[src/rtl/fp_addsub_special_pipe.sv]
// rtl/fp_addsub_special_pipe.sv - two-stage IEEE-754 add/sub special-operand resolver
// Stage 1 classifies both operands; stage 2 applies the NaN/Inf/zero priority rules.
module fp_addsub_special_pipe #(
  parameter int EXP_W = 5,
  parameter int MAN_W = 10
) (
  input  logic                     clk,
  input  logic                     rst,
  input  logic                     in_valid,
  output logic                     in_ready,
  input  logic [EXP_W+MAN_W:0]     in_a,
  input  logic [EXP_W+MAN_W:0]     in_b,
  input  logic                     in_sub,
  output logic                     out_valid,
  input  logic                     out_ready,
  output logic [EXP_W+MAN_W:0]     out_q,
  output logic                     out_exc,
  output logic                     flag_nv,
  input  logic                     flag_clr
);

  localparam int W = 1 + EXP_W + MAN_W;

  logic [EXP_W-1:0] exp_a, exp_b;
  logic [MAN_W-1:0] man_a, man_b;
  logic             c_a_zero, c_a_inf, c_a_qnan, c_a_snan;
  logic             c_b_zero, c_b_inf, c_b_qnan, c_b_snan;

  logic             s1_v, s1_eb;
  logic [W-1:0]     s1_a, s1_b;
  logic             s1_a_zero, s1_a_inf, s1_a_qnan, s1_a_snan;
  logic             s1_b_zero, s1_b_inf, s1_b_qnan, s1_b_snan;

  logic             s2_v, s2_exc, s2_nv;
  logic [W-1:0]     s2_q;

  logic             s1_adv;
  logic [W-1:0]     r_q;
  logic             r_exc, r_nv;
  logic             a_nan, b_nan;

  assign s1_adv   = !s2_v || out_ready;
  assign in_ready = !s1_v || s1_adv;

  assign out_valid = s2_v;
  assign out_q     = s2_q;
  assign out_exc   = s2_exc;

  assign exp_a = in_a[W-2 -: EXP_W];
  assign exp_b = in_b[W-2 -: EXP_W];
  assign man_a = in_a[MAN_W-1:0];
  assign man_b = in_b[MAN_W-1:0];

  // Quiet vs signalling NaN is decided by the top stored mantissa bit.
  assign c_a_zero = (exp_a == '0) && (man_a == '0);
  assign c_a_inf  = (&exp_a) && (man_a == '0);
  assign c_a_qnan = (&exp_a) && man_a[MAN_W-1];
  assign c_a_snan = (&exp_a) && !man_a[MAN_W-1] && (man_a != '0);
  assign c_b_zero = (exp_b == '0) && (man_b == '0);
  assign c_b_inf  = (&exp_b) && (man_b == '0);
  assign c_b_qnan = (&exp_b) && man_b[MAN_W-1];
  assign c_b_snan = (&exp_b) && !man_b[MAN_W-1] && (man_b != '0);

  assign a_nan = s1_a_qnan || s1_a_snan;
  assign b_nan = s1_b_qnan || s1_b_snan;

  always_comb begin
    r_q   = '0;
    r_exc = 1'b1;
    r_nv  = 1'b0;
    if (a_nan || b_nan) begin
      r_q            = a_nan ? s1_a : s1_b;
      r_q[MAN_W-1]   = 1'b1;
      r_nv           = s1_a_snan || s1_b_snan;
    end else if (s1_a_inf && s1_b_inf && (s1_a[W-1] != s1_eb)) begin
      r_q  = {1'b0, {EXP_W{1'b1}}, 1'b1, {(MAN_W-1){1'b0}}};
      r_nv = 1'b1;
    end else if (s1_a_inf) begin
      r_q = {s1_a[W-1], {EXP_W{1'b1}}, {MAN_W{1'b0}}};
    end else if (s1_b_inf) begin
      r_q = {s1_eb, {EXP_W{1'b1}}, {MAN_W{1'b0}}};
    end else if (s1_a_zero && s1_b_zero) begin
      // Exact zero sum under round-to-nearest is -0 only when both addends are -0.
      r_q = {s1_a[W-1] & s1_eb, {(W-1){1'b0}}};
    end else if (s1_a_zero) begin
      r_q = {s1_eb, s1_b[W-2:0]};
    end else if (s1_b_zero) begin
      r_q = s1_a;
    end else begin
      r_exc = 1'b0;
    end
  end

  always_ff @(posedge clk or posedge rst) begin
    if (rst) begin
      s1_v      <= 1'b0;
      s1_eb     <= 1'b0;
      s1_a      <= '0;
      s1_b      <= '0;
      s1_a_zero <= 1'b0;
      s1_a_inf  <= 1'b0;
      s1_a_qnan <= 1'b0;
      s1_a_snan <= 1'b0;
      s1_b_zero <= 1'b0;
      s1_b_inf  <= 1'b0;
      s1_b_qnan <= 1'b0;
      s1_b_snan <= 1'b0;
      s2_v      <= 1'b0;
      s2_q      <= '0;
      s2_exc    <= 1'b0;
      s2_nv     <= 1'b0;
      flag_nv   <= 1'b0;
    end else begin
      if (in_ready) begin
        s1_v <= in_valid;
        if (in_valid) begin
          s1_a      <= in_a;
          s1_b      <= in_b;
          s1_eb     <= in_b[W-1] ^ in_sub;
          s1_a_zero <= c_a_zero;
          s1_a_inf  <= c_a_inf;
          s1_a_qnan <= c_a_qnan;
          s1_a_snan <= c_a_snan;
          s1_b_zero <= c_b_zero;
          s1_b_inf  <= c_b_inf;
          s1_b_qnan <= c_b_qnan;
          s1_b_snan <= c_b_snan;
        end
      end
      if (s1_adv) begin
        s2_v <= s1_v;
        if (s1_v) begin
          s2_q   <= r_q;
          s2_exc <= r_exc;
          s2_nv  <= r_nv;
        end
      end
      // A set on the same cycle as a clear takes priority.
      if (s2_v && out_ready && s2_nv) begin
        flag_nv <= 1'b1;
      end else if (flag_clr) begin
        flag_nv <= 1'b0;
      end
    end
  end

endmodule

[config.mk]
export PLATFORM = sky130hd
export DESIGN_NAME = fp_addsub_special_pipe
export DESIGN_NICKNAME = d
export VERILOG_FILES = /design/src/rtl/fp_addsub_special_pipe.sv
export SDC_FILE = /design/constraint.sdc
export NUM_CORES = 1
export LEC_CHECK = 0
export ABC_AREA = 1
export CORE_MARGIN = 10
export CORE_UTILIZATION = 48
export DETAILED_ROUTE_END_ITERATION = 10
export PLACE_DENSITY = 0.77
export SLEW_MARGIN = 20
export SYNTH_ARGS = -nofsm -noshare
export SYNTH_HDL_FRONTEND = slang
export SYNTH_SLANG_ARGS = --single-unit
export TNS_END_PERCENT = 50
[constraint.sdc]
create_clock -name clk -period 2.4 [get_ports clk]
set_clock_uncertainty 0.2 [all_clocks]
set_input_delay 0.72 -clock clk [delete_from_list [all_inputs] [get_ports clk]]
set_output_delay 0.72 -clock clk [all_outputs]
set_load 0.01 [all_outputs]
==> impl_metrics.ini, run 1 <==
[worst_setup_path]
cp_cell_sequence = clkdlybuf4s50_1
crit_type = flip-flop to output pin
cp_top_family = buffers and inverters
cpMaxStageDelayCell = clkdlybuf4s50_1
endpoint_kind = output pin
worst_r2r_endpoint = out_q[10]$_DFFE_PP0P_
cp_num_cells = 1
crit_path_max_incr_delay_ns = 0.58
crit_fanout = 5
timing.rr.start = s1_a_zero$_DFFE_PP0P_
crit_start = out_valid$_DFFE_PP0P_
crit_buf_inv = 1
critical_path_required_ns = 1.48
endpoint = out_valid
worstSetupStartpointType = flip-flop
rr_worst_depth = 6
rrSetupSlack_ns = 0.75
cp.arrival_ns = 1.38

[job]
cap_viol_max_count = 0

[synthesis]
synth_compound_area_share_pct = 10.39
synthArstFlopShare_pct = 100.0
synth-seq-cells = 62
synth_top_family_by_area = simple AND/OR/NAND/NOR gates
synth_edf_count = 0
synth_largest_area_cell = dfrtp_1
synth_most_common_cell = nand2_1
yosysSeqAreaShare_pct = 47.38
syn_area_per_cell_um2 = 7.633
synth_xor_area_share_pct = 0.2675
synthAdderAreaFrac_pct = 0.3821
synthMuxAreaShare_pct = 0
yosys_warnings = 0
synthTopCellsByCount = nand2_1, dfrtp_1, inv_1
synth_area_leaders = dfrtp_1, nand2_1, nand3_1
synthCells = 429
yosysTopAreaCellShare_pct = 47.38
ys_types = 30
ys.flop_type = dfrtp_1
synth_area_um2 = 3274
synth_fp_nets = 468
synth-simple-area-share_pct = 31.94

[floorplanning]
die_h_um = 102.6
io_pins = 58
die_area_um2 = 10530
fp-row-count = 30
start_util_pct = 48.73
fp.coreArea_um2 = 6719
fp.dieW_um = 102.6

[clock_network]
cts_tree = done
cts_hold_buf = 0
cts_buffers = 9
post-cts-setup-buffer-count = 0
htreeDepth = 3
cts_max_path_buffers = 2
clkLatencyLatePin_ns = 0.35
root_buffer = clkbuf_8
clk_pin_slew_ns = 0.06
clock_sinks = 62

[sta]
max_freq_ghz = 0.4342
rsz0062_at_grt = no
fin_crit_ns = 2.303
tns_ns = 0
period_share_pct = 95.97
slew_viol_final = 0
worst_pin_slew_ns = 0.4580
maxSlewHeadroom_pct = 69.47
hold_viol = 0
fin_ws_ns = 0.09674
setup_viol = 0

[grt]
grt_pass1_vias = 2688
grt_start_max_net_pins = 63
overflow = 0
antenna_found_initial = 0
grt_usage_pct = 15.81
grt_pass1_wl_mm = 13.13

[pwr]
power_density_nw_per_um2 = 723.7
p_leak_uw = 0.002119
net-switching-power_uw = 837.0
intPower_uw = 2180
switching_share_pct = 27.74
combinationalPowerShare_pct = 21.4
power_uw = 3017
p_seq_share_pct = 43.4
ir_worst_vdd_mv = 0.2909
pwr-share-clk_pct = 35.2

[placement]
dp_slack_ns = -0.3883
port_buffers = 57
dpl.cell_count = 561
gp_congestion = 0.8445
hpwl_mm = 5.971

[route]
route.final.wire_length_mm = 7.882
route.vias.total = 2913
drcViolationCount = 0
dr.pass1.iters = 5
routedWlPerCell_um = 13.66
drt_iter0_markers = 193
ant_nets = 0
routed_via_density = 5.049

[final_layout]
final_cells = 577
nets = 531
syn_to_final_growth_pct = 27.32
fillerInstances = 587
drive_gt1_share_pct = 10.26
antenna_cells = 0

[worst_hold_path]
hold_path.class = flip-flop to flip-flop

[run_status]
status = finished, final reports clean
[routing by layer]
layer	part of all wire (%)	track usage [%]	vias up
met5	0	0	-
met3	7.1	4.893	12
met2	45	22.91	101
met1	46	21.49	1313
li1	-	-	1487
met4	1.6	6.074	0
[power by group through the flow]
stage               clock [µW]  combinational, µW  sequential, µW
finish                    1060                645            1310
global route              1130                722            1330
CTS                       1080                651            1310
detailed placement           0                648            1330
global placement             0                633            1320
floorplan                    0                358            1320
[final cells by class]
class / count / area (µm²) / share of cell area (%)
sequential: 62 / 1551 / 37.21
multi-input combinational: 305 / 1408 / 33.76
timing repair buffer: 68 / 694.4 / 16.66
inverter: 46 / 181.4 / 4.352
clock buffer: 13 / 168.9 / 4.052
tap: 80 / 100.1 / 2.401
clock inverter: 3 / 65.06 / 1.561
[cells in the final DEF, fill, tap and decap left out, types with 9 or more instances in the layout]
cell and n:
o21ai_2 9, dfrtp_1 62, o21ai_0 16, clkbuf_8 12, clkdlybuf4s50_1 55, nand2_1 175
o21ai_1 9, nor2_1 21, nand3_1 37, inv_1 39, a21oi_1 11
[stage by stage]
step           instance area, µm²  utilization (%)  hold slack (ns)
2_1_floorplan                3278                -           0.2492
3_3_place_gp                 3931            58.51           0.2646
3_5_place_dp                 3931            58.51           0.2663
4_1_cts                      4160            61.92           0.2837
5_1_grt                      4169            62.05           0.3190
6_report                     4169            62.05           0.2854
[cells by family (layout without fill, tap and decap cells)]
family / count (synthesis) / count (layout)
compound gates: 55 / 55
fa+ha+maj: 1 / 1
buf+inv: 62 / 130
simple gates: 248 / 248
flops: 62 / 62
xor+xnor: 1 / 1
[repair_timing]
action	4_1_cts	5_1_grt
resized for setup	4	3
hold endpoints to repair	0	0
endpoints found under the setup margin	1	1
[how the worst min path moves through the flow]
stage	end	start	slack, ns	cells past startpoint
final	out_q[10]$_DFFE_PP0P_	out_q[10]$_DFFE_PP0P_	0.29	2
after global routing	s1_b[9]$_DFFE_PP0P_	s1_b[9]$_DFFE_PP0P_	0.32	2
after CTS	s1_a[9]$_DFFE_PP0P_	s1_a[9]$_DFFE_PP0P_	0.28	2
after detailed placement	s1_a[9]$_DFFE_PP0P_	s1_a[9]$_DFFE_PP0P_	0.27	2
after global placement	out_q[12]$_DFFE_PP0P_	out_q[12]$_DFFE_PP0P_	0.26	2
after floorplan	s1_b[15]$_DFFE_PP0P_	s1_b[15]$_DFFE_PP0P_	0.25	2
Note: power is estimated with default switching activity, not from simulation.
==> inputs of run 2 (changes only) <==
--- a/config.mk
+++ b/config.mk
@@ -7,9 +7,10 @@
 export LEC_CHECK = 0
 export ABC_AREA = 1
 export CORE_MARGIN = 10
-export CORE_UTILIZATION = 48
+export CORE_UTILIZATION = 53
 export DETAILED_ROUTE_END_ITERATION = 10
-export PLACE_DENSITY = 0.77
+export PLACE_DENSITY = 0.8
+export SETUP_SLACK_MARGIN = 0.15
 export SLEW_MARGIN = 20
 export SYNTH_ARGS = -nofsm -noshare
 export SYNTH_HDL_FRONTEND = slang
==> constraint.sdc (replaced) <==
create_clock -name clk -period 2.3 [get_ports clk]
set_clock_uncertainty 0.2 [all_clocks]
set_input_delay 0.69 -clock clk [delete_from_list [all_inputs] [get_ports clk]]
set_output_delay 0.69 -clock clk [all_outputs]
set_load 0.01 [all_outputs]
==> run 2 against run 1 <==
- global-route usage increased by 0.91 points
- critical path depth unchanged
- count of clock-buffer cells in the layout unchanged
- die area decreased by 7.6%
- combinational power increased by 3.7%
- sequential share of layout area increased by 0.14 points
==> impl_metrics.ini, run 2 (synthesis gave the netlist of run 1 again) <==
[run_status]
status = finished, final reports clean

[final_layout]
fillerInstances = 494
layout_common_cells = nand2_1, dfrtp_1, clkdlybuf4s50_1
syn_to_final_growth_pct = 26.94
fin_util_pct = 69.79
final_area_um2 = 4156
antenna_cells = 0
nets = 532
drive_gt1_share_pct = 10.64
final_common_cell = nand2_1

[pwr]
ir_worst_vdd_mv = 0.3697
power_density_nw_per_um2 = 704.7
p_seq_share_pct = 46.7
net-switching-power_uw = 881.5
p_leak_uw = 0.002198
pwr-share-clk_pct = 30.5
combinationalPowerShare_pct = 22.8
intPower_uw = 2048
switching_share_pct = 30.09

[route]
drt_iter0_markers = 192
ant_nets = 0
routedWlPerCell_um = 13.50
routed_via_density = 5.185
route.vias.total = 2971
route.final.wire_length_mm = 7.737
drcViolationCount = 0
dr.pass1.iters = 4

[sta]
maxSlewHeadroom_pct = 73.22
max_freq_ghz = 0.4697
fin_crit_ns = 2.129
fin_ws_ns = 0.1709
slew_viol_final = 0
setup_viol = 0
hold_viol = 0
period_share_pct = 92.57
rsz0062_at_grt = yes
worst_pin_slew_ns = 0.4017

[worst_setup_path]
crit_type = flip-flop to output pin
rrSetupSlack_ns = 0.66
endpoint_kind = output pin
worstSetupStartpointType = flip-flop
crit_fanout = 2
rr_worst_depth = 6
cp_cell_sequence = clkdlybuf4s50_1
critical_path_required_ns = 1.41
cpMaxStageDelayCell = clkdlybuf4s50_1
crit_path_max_incr_delay_ns = 0.54
cp_top_family = buffers and inverters
worst_r2r_endpoint = out_q[13]$_DFFE_PP0P_
cp.arrival_ns = 1.24
timing.rr.start = s1_a_zero$_DFFE_PP0P_
crit_buf_inv = 1

[clock_network]
htreeDepth = 3
clk_pin_slew_ns = 0.07
cts_hold_buf = 0
cts_buffers = 9
clock_sinks = 62
cts_tree = done
clkLatencyLatePin_ns = 0.34
root_buffer = clkbuf_8
cts_max_path_buffers = 2

[worst_hold_path]
hold_end = out_q[10]$_DFFE_PP0P_
hp-start = out_q[10]$_DFFE_PP0P_
hold_path.class = flip-flop to flip-flop
hold_depth = 2

[grt]
antenna_found_initial = 0
grt_pass1_wl_mm = 13.43
grt_usage_pct = 16.72
grt_pass1_vias = 2899
overflow = 0
grt_start_max_net_pins = 36

[floorplanning]
die_h_um = 98.60
start_util_pct = 54.98
fp-row-count = 28
io_pins = 58
fp.dieW_um = 98.60
die_area_um2 = 9722
fp.coreArea_um2 = 5956

[placement]
dp_slack_ns = -0.5610
placed_area_um2 = 3930
hpwl_mm = 5.913
gp_congestion = 0.8895
port_buffers = 57

[job]
cap_viol_max_count = 0
==> run 2: cell types whose count changed in the layout (fill, tap and decap cells not counted), sizes merged <==
cell           previous run  this run
dlygate4sd2               0         2
dlymetal6s2s              1         7
clkdlybuf4s50            55        46
clkinvlp                  1         2
bufinv                    2         0
clkdlybuf4s15             0         1
clkinv                    2         3
buf                      12        13
==> run 2: how the worst max path moves through the flow <==
stage,end,cells after the start,startpoint,slack (ns)
floorplan,in_ready,2,out_ready,0.47
global placement,in_ready,4,out_ready,-0.56
detailed placement,in_ready,4,out_ready,-0.56
CTS,out_exc,1,out_exc$_DFFE_PP0P_,0.15
global route,out_q[15],1,out_q[15]$_DFFE_PP0P_,0.14
finish,out_q[15],1,out_q[15]$_DFFE_PP0P_,0.17
==> run 2: cell type report <==
| cell class | instances | area [µm²] | area share, % |
|---|---|---|---|
| Clock inverter | 3 | 17.52 | 0.4214 |
| Multi-Input combinational cell | 305 | 1415 | 34.05 |
| Tap cell | 75 | 93.84 | 2.258 |
| Sequential cell | 62 | 1553 | 37.36 |
| Timing Repair Buffer | 69 | 726.9 | 17.49 |
| Inverter | 46 | 181.4 | 4.365 |
| Clock buffer | 13 | 168.9 | 4.064 |
==> run 2: per-stage QoR <==
stage / hold slack [ns] / cells / TNS [ns] / power (µW)
2_1_floorplan: 0.2492 / 429 / 0 / 1753
3_3_place_gp: 0.2619 / 555 / -0.5696 / 2034
3_5_place_dp: 0.2651 / 555 / -0.6218 / 2060
4_1_cts: 0.2832 / 573 / 0 / 2948
5_1_grt: 0.3195 / 573 / 0 / 3088
6_report: 0.2778 / 573 / 0 / 2929
==> run 2: repair_timing <==
item	CTS	global route
endpoints found under the setup margin	3	16
resized for setup	11	8
buffers inserted	2	0
==> run 2: power by group through the flow <==
stage               combinational, µW  sequential, µW  clock [µW]
floorplan                         374            1380           0
global placement                  661            1370           0
detailed placement                677            1380           0
CTS                               683            1370         899
global route                      757            1390         941
finish                            669            1370         893
==> run 2: routing by layer <==
| layer | share of wire (%) | GRT usage, % | vias to the layer above |
|---|---|---|---|
| met5 | 0 | 0 | - |
| met4 | 2.1 | 8.600 | 0 |
| met3 | 6.5 | 3.841 | 13 |
| met2 | 44 | 25.06 | 109 |
| met1 | 47 | 22.03 | 1364 |
| li1 | - | - | 1485 |
==> inputs of run 3 (changes only) <==
--- a/config.mk
+++ b/config.mk
@@ -5,11 +5,9 @@
 export SDC_FILE = /design/constraint.sdc
 export NUM_CORES = 1
 export LEC_CHECK = 0
-export ABC_AREA = 1
-export CORE_MARGIN = 10
-export CORE_UTILIZATION = 53
+export CORE_UTILIZATION = 51
 export DETAILED_ROUTE_END_ITERATION = 10
-export PLACE_DENSITY = 0.8
+export PLACE_DENSITY = 0.79
 export SETUP_SLACK_MARGIN = 0.15
 export SLEW_MARGIN = 20
 export SYNTH_ARGS = -nofsm -noshare
==> run 3 against run 2 <==
- clock power increased by 35%
- final cell count is 31% lower
- total power rose by 4.0%
- sequential share of layout area is 1.6 points higher
- utilization grew 3.0 points
- count of clock-buffer cells in the layout stayed put
- cell area fell by 4.2%
- via count shrank 22%
- largest cell class unchanged
- largest power group unchanged
==> impl_metrics.ini, run 3 <==
[pwr]
power_uw = 3046
power_density_nw_per_um2 = 764.7
p_leak_uw = 0.001825
ir_worst_vdd_mv = 0.4484

[sta]
setup_viol = 0
fin_crit_ns = 2.134
slew_viol_final = 0
maxSlewHeadroom_pct = 60.80
max_freq_ghz = 0.4686
worst_pin_slew_ns = 0.5880
period_share_pct = 92.78
rsz0062_at_grt = yes
hold_viol = 0

[final_layout]
layout_common_cells = dfrtp_1, clkdlybuf4s50_1, mux2_2
drive_gt1_share_pct = 21.47
antenna_cells = 0
final_common_cell = dfrtp_1
nets = 360
syn_to_final_growth_pct = 37.78
final_cells = 398

[synthesis]
synth_xor_area_share_pct = 0.3029
synth_top_family_by_area = multiplexers
syn_area_per_cell_um2 = 11.71
synthMuxAreaShare_pct = 16.88
yosys_warnings = 0
synthTopCellsByCount = dfrtp_1, mux2_2, nand2_1
synth_area_leaders = dfrtp_1, mux2_2, mux2i_1
synth_largest_area_cell = dfrtp_1
yosysSeqAreaShare_pct = 53.66
synthCells = 247
ys.flop_type = dfrtp_1
synth-seq-cells = 62
yosysTopAreaCellShare_pct = 53.66
ys_types = 33
synthAdderAreaFrac_pct = 0.4327
synth_fp_nets = 286
synthArstFlopShare_pct = 100.0
synth_edf_count = 0
synth_compound_area_share_pct = 16.10
synth-simple-area-share_pct = 10.17
synth_most_common_cell = dfrtp_1
synth_area_um2 = 2892

[grt]
grt_pass1_wl_mm = 11.14
grt_pass1_vias = 2306
antenna_found_initial = 0
overflow = 0
grt_start_max_net_pins = 25
grt_usage_pct = 25.05

[clock_network]
cts_max_path_buffers = 2
cts_tree = done
clock_sinks = 62
cts_buffers = 9
root_buffer = clkbuf_8
clkLatencyLatePin_ns = 0.35
htreeDepth = 3
clk_pin_slew_ns = 0.07

[floorplanning]
start_util_pct = 52.83
die_area_um2 = 5975
fp.coreArea_um2 = 5473
fp-row-count = 27
io_pins = 58
die_h_um = 77.30
fp.dieW_um = 77.30

[worst_setup_path]
worstSetupStartpointType = flip-flop
critical_path_required_ns = 1.41
cp_cell_sequence = clkdlybuf4s50_1
cpMaxStageDelayCell = clkdlybuf4s50_1
crit_fanout = 2
endpoint_kind = output pin
cp.arrival_ns = 1.24
crit_buf_inv = 1
crit_type = flip-flop to output pin
crit_path_max_incr_delay_ns = 0.54
cp_top_family = buffers and inverters

[route]
routedWlPerCell_um = 17.09
drcViolationCount = 0
dr.pass1.iters = 4
route.final.wire_length_mm = 6.802
ant_nets = 0
drt_iter0_markers = 179
route.vias.total = 2309
routed_via_density = 5.802

[placement]
gp_congestion = 0.7587
hpwl_mm = 4.725
dpl.cell_count = 380
port_buffers = 57

[run_status]
status = finished, final reports clean

[job]
cap_viol_max_count = 0

[worst_hold_path]
hold_path.class = flip-flop to flip-flop
## run 3: cell count changes after synthesis, sizes merged, moves of 15 or more
cell,delta
nor2,-19
nand3,-31
nand2,-157
o21ai,-20
mux2i,+15
mux2,+30
inv,-41
## run 3: per-layer routing
metal | vias up | GRT usage, % | wire length, µm
met4 | 0 | 12.26 | 144
met1 | 1140 | 34.15 | 3035
met2 | 74 | 37.52 | 3210
met3 | 14 | 5.952 | 412
met5 | - | 0 | 0
li1 | 1081 | - | -
## run 3: per-stage QoR
stage	setup slack [ns]	area, µm²	setup TNS, ns	utilization (%)	hold WS, ns
6_report	0.1662	3984	0	72.79	0.2758
5_1_grt	0.1346	3984	0	72.79	0.2974
4_1_cts	0.1436	3950	0	72.18	0.2807
3_5_place_dp	-0.4287	3702	-8.004	67.65	0.2650
3_3_place_gp	-0.4176	3702	-6.761	67.65	0.2614
2_1_floorplan	0.1798	2895	0	-	0.2502
## run 3: path summary, 6_finish.rpt
check | startpoint | endpoint | slack [ns] | cells past startpoint
max | out_q[4]$_DFFE_PP0P_ | out_q[4] | 0.17 | 1
min | out_q[11]$_DFFE_PP0P_ | out_q[11]$_DFFE_PP0P_ | 0.28 | 1
min in group asynchronous | rst | s1_a[15]$_DFFE_PP0P_ | 0.50 | 2
min reg2reg | out_q[11]$_DFFE_PP0P_ | out_q[11]$_DFFE_PP0P_ | 0.28 | 1
max reg2reg | s1_b_zero$_DFFE_PP0P_ | out_q[10]$_DFFE_PP0P_ | 0.22 | 4
max in group asynchronous | rst | s1_b_inf$_DFFE_PP0P_ | 0.95 | 3
## run 3: cell type report
class | count | area [µm²]
clock buffers | 13 | 158.9
clock inverters | 3 | 90.09
fillers | 376 | 1489
inverters | 4 | 18.77
multi-input cells | 168 | 1284
flip-flops and latches | 62 | 1551
well taps | 72 | 90.09
repair buffers | 76 | 790.8
## run 3: where the power goes
group	total [µW]	leakage [µW]	internal [µW]	switching, µW
registers	1330	0.000764	1220	105
clock network	1210	0.000124	780	425
logic	513	0.000937	306	207
## run 3: logic make-up after synthesis
group,after synthesis
buf+inv,17
simple gates,57
xor+xnor,1
compound gates,64
flops,62
fa+ha+maj,1
mux,45
## run 3: timing repair
| action | CTS | global route |
|---|---|---|
| pin swaps | 0 | 1 |
| setup endpoints to repair | 20 | 30 |
| gates resized for setup | 7 | 8 |
| hold buffers | 0 | 0 |
| gates cloned | 0 | 0 |
| hold endpoints to repair | 0 | 0 |
| buffers inserted | 1 | 1 |
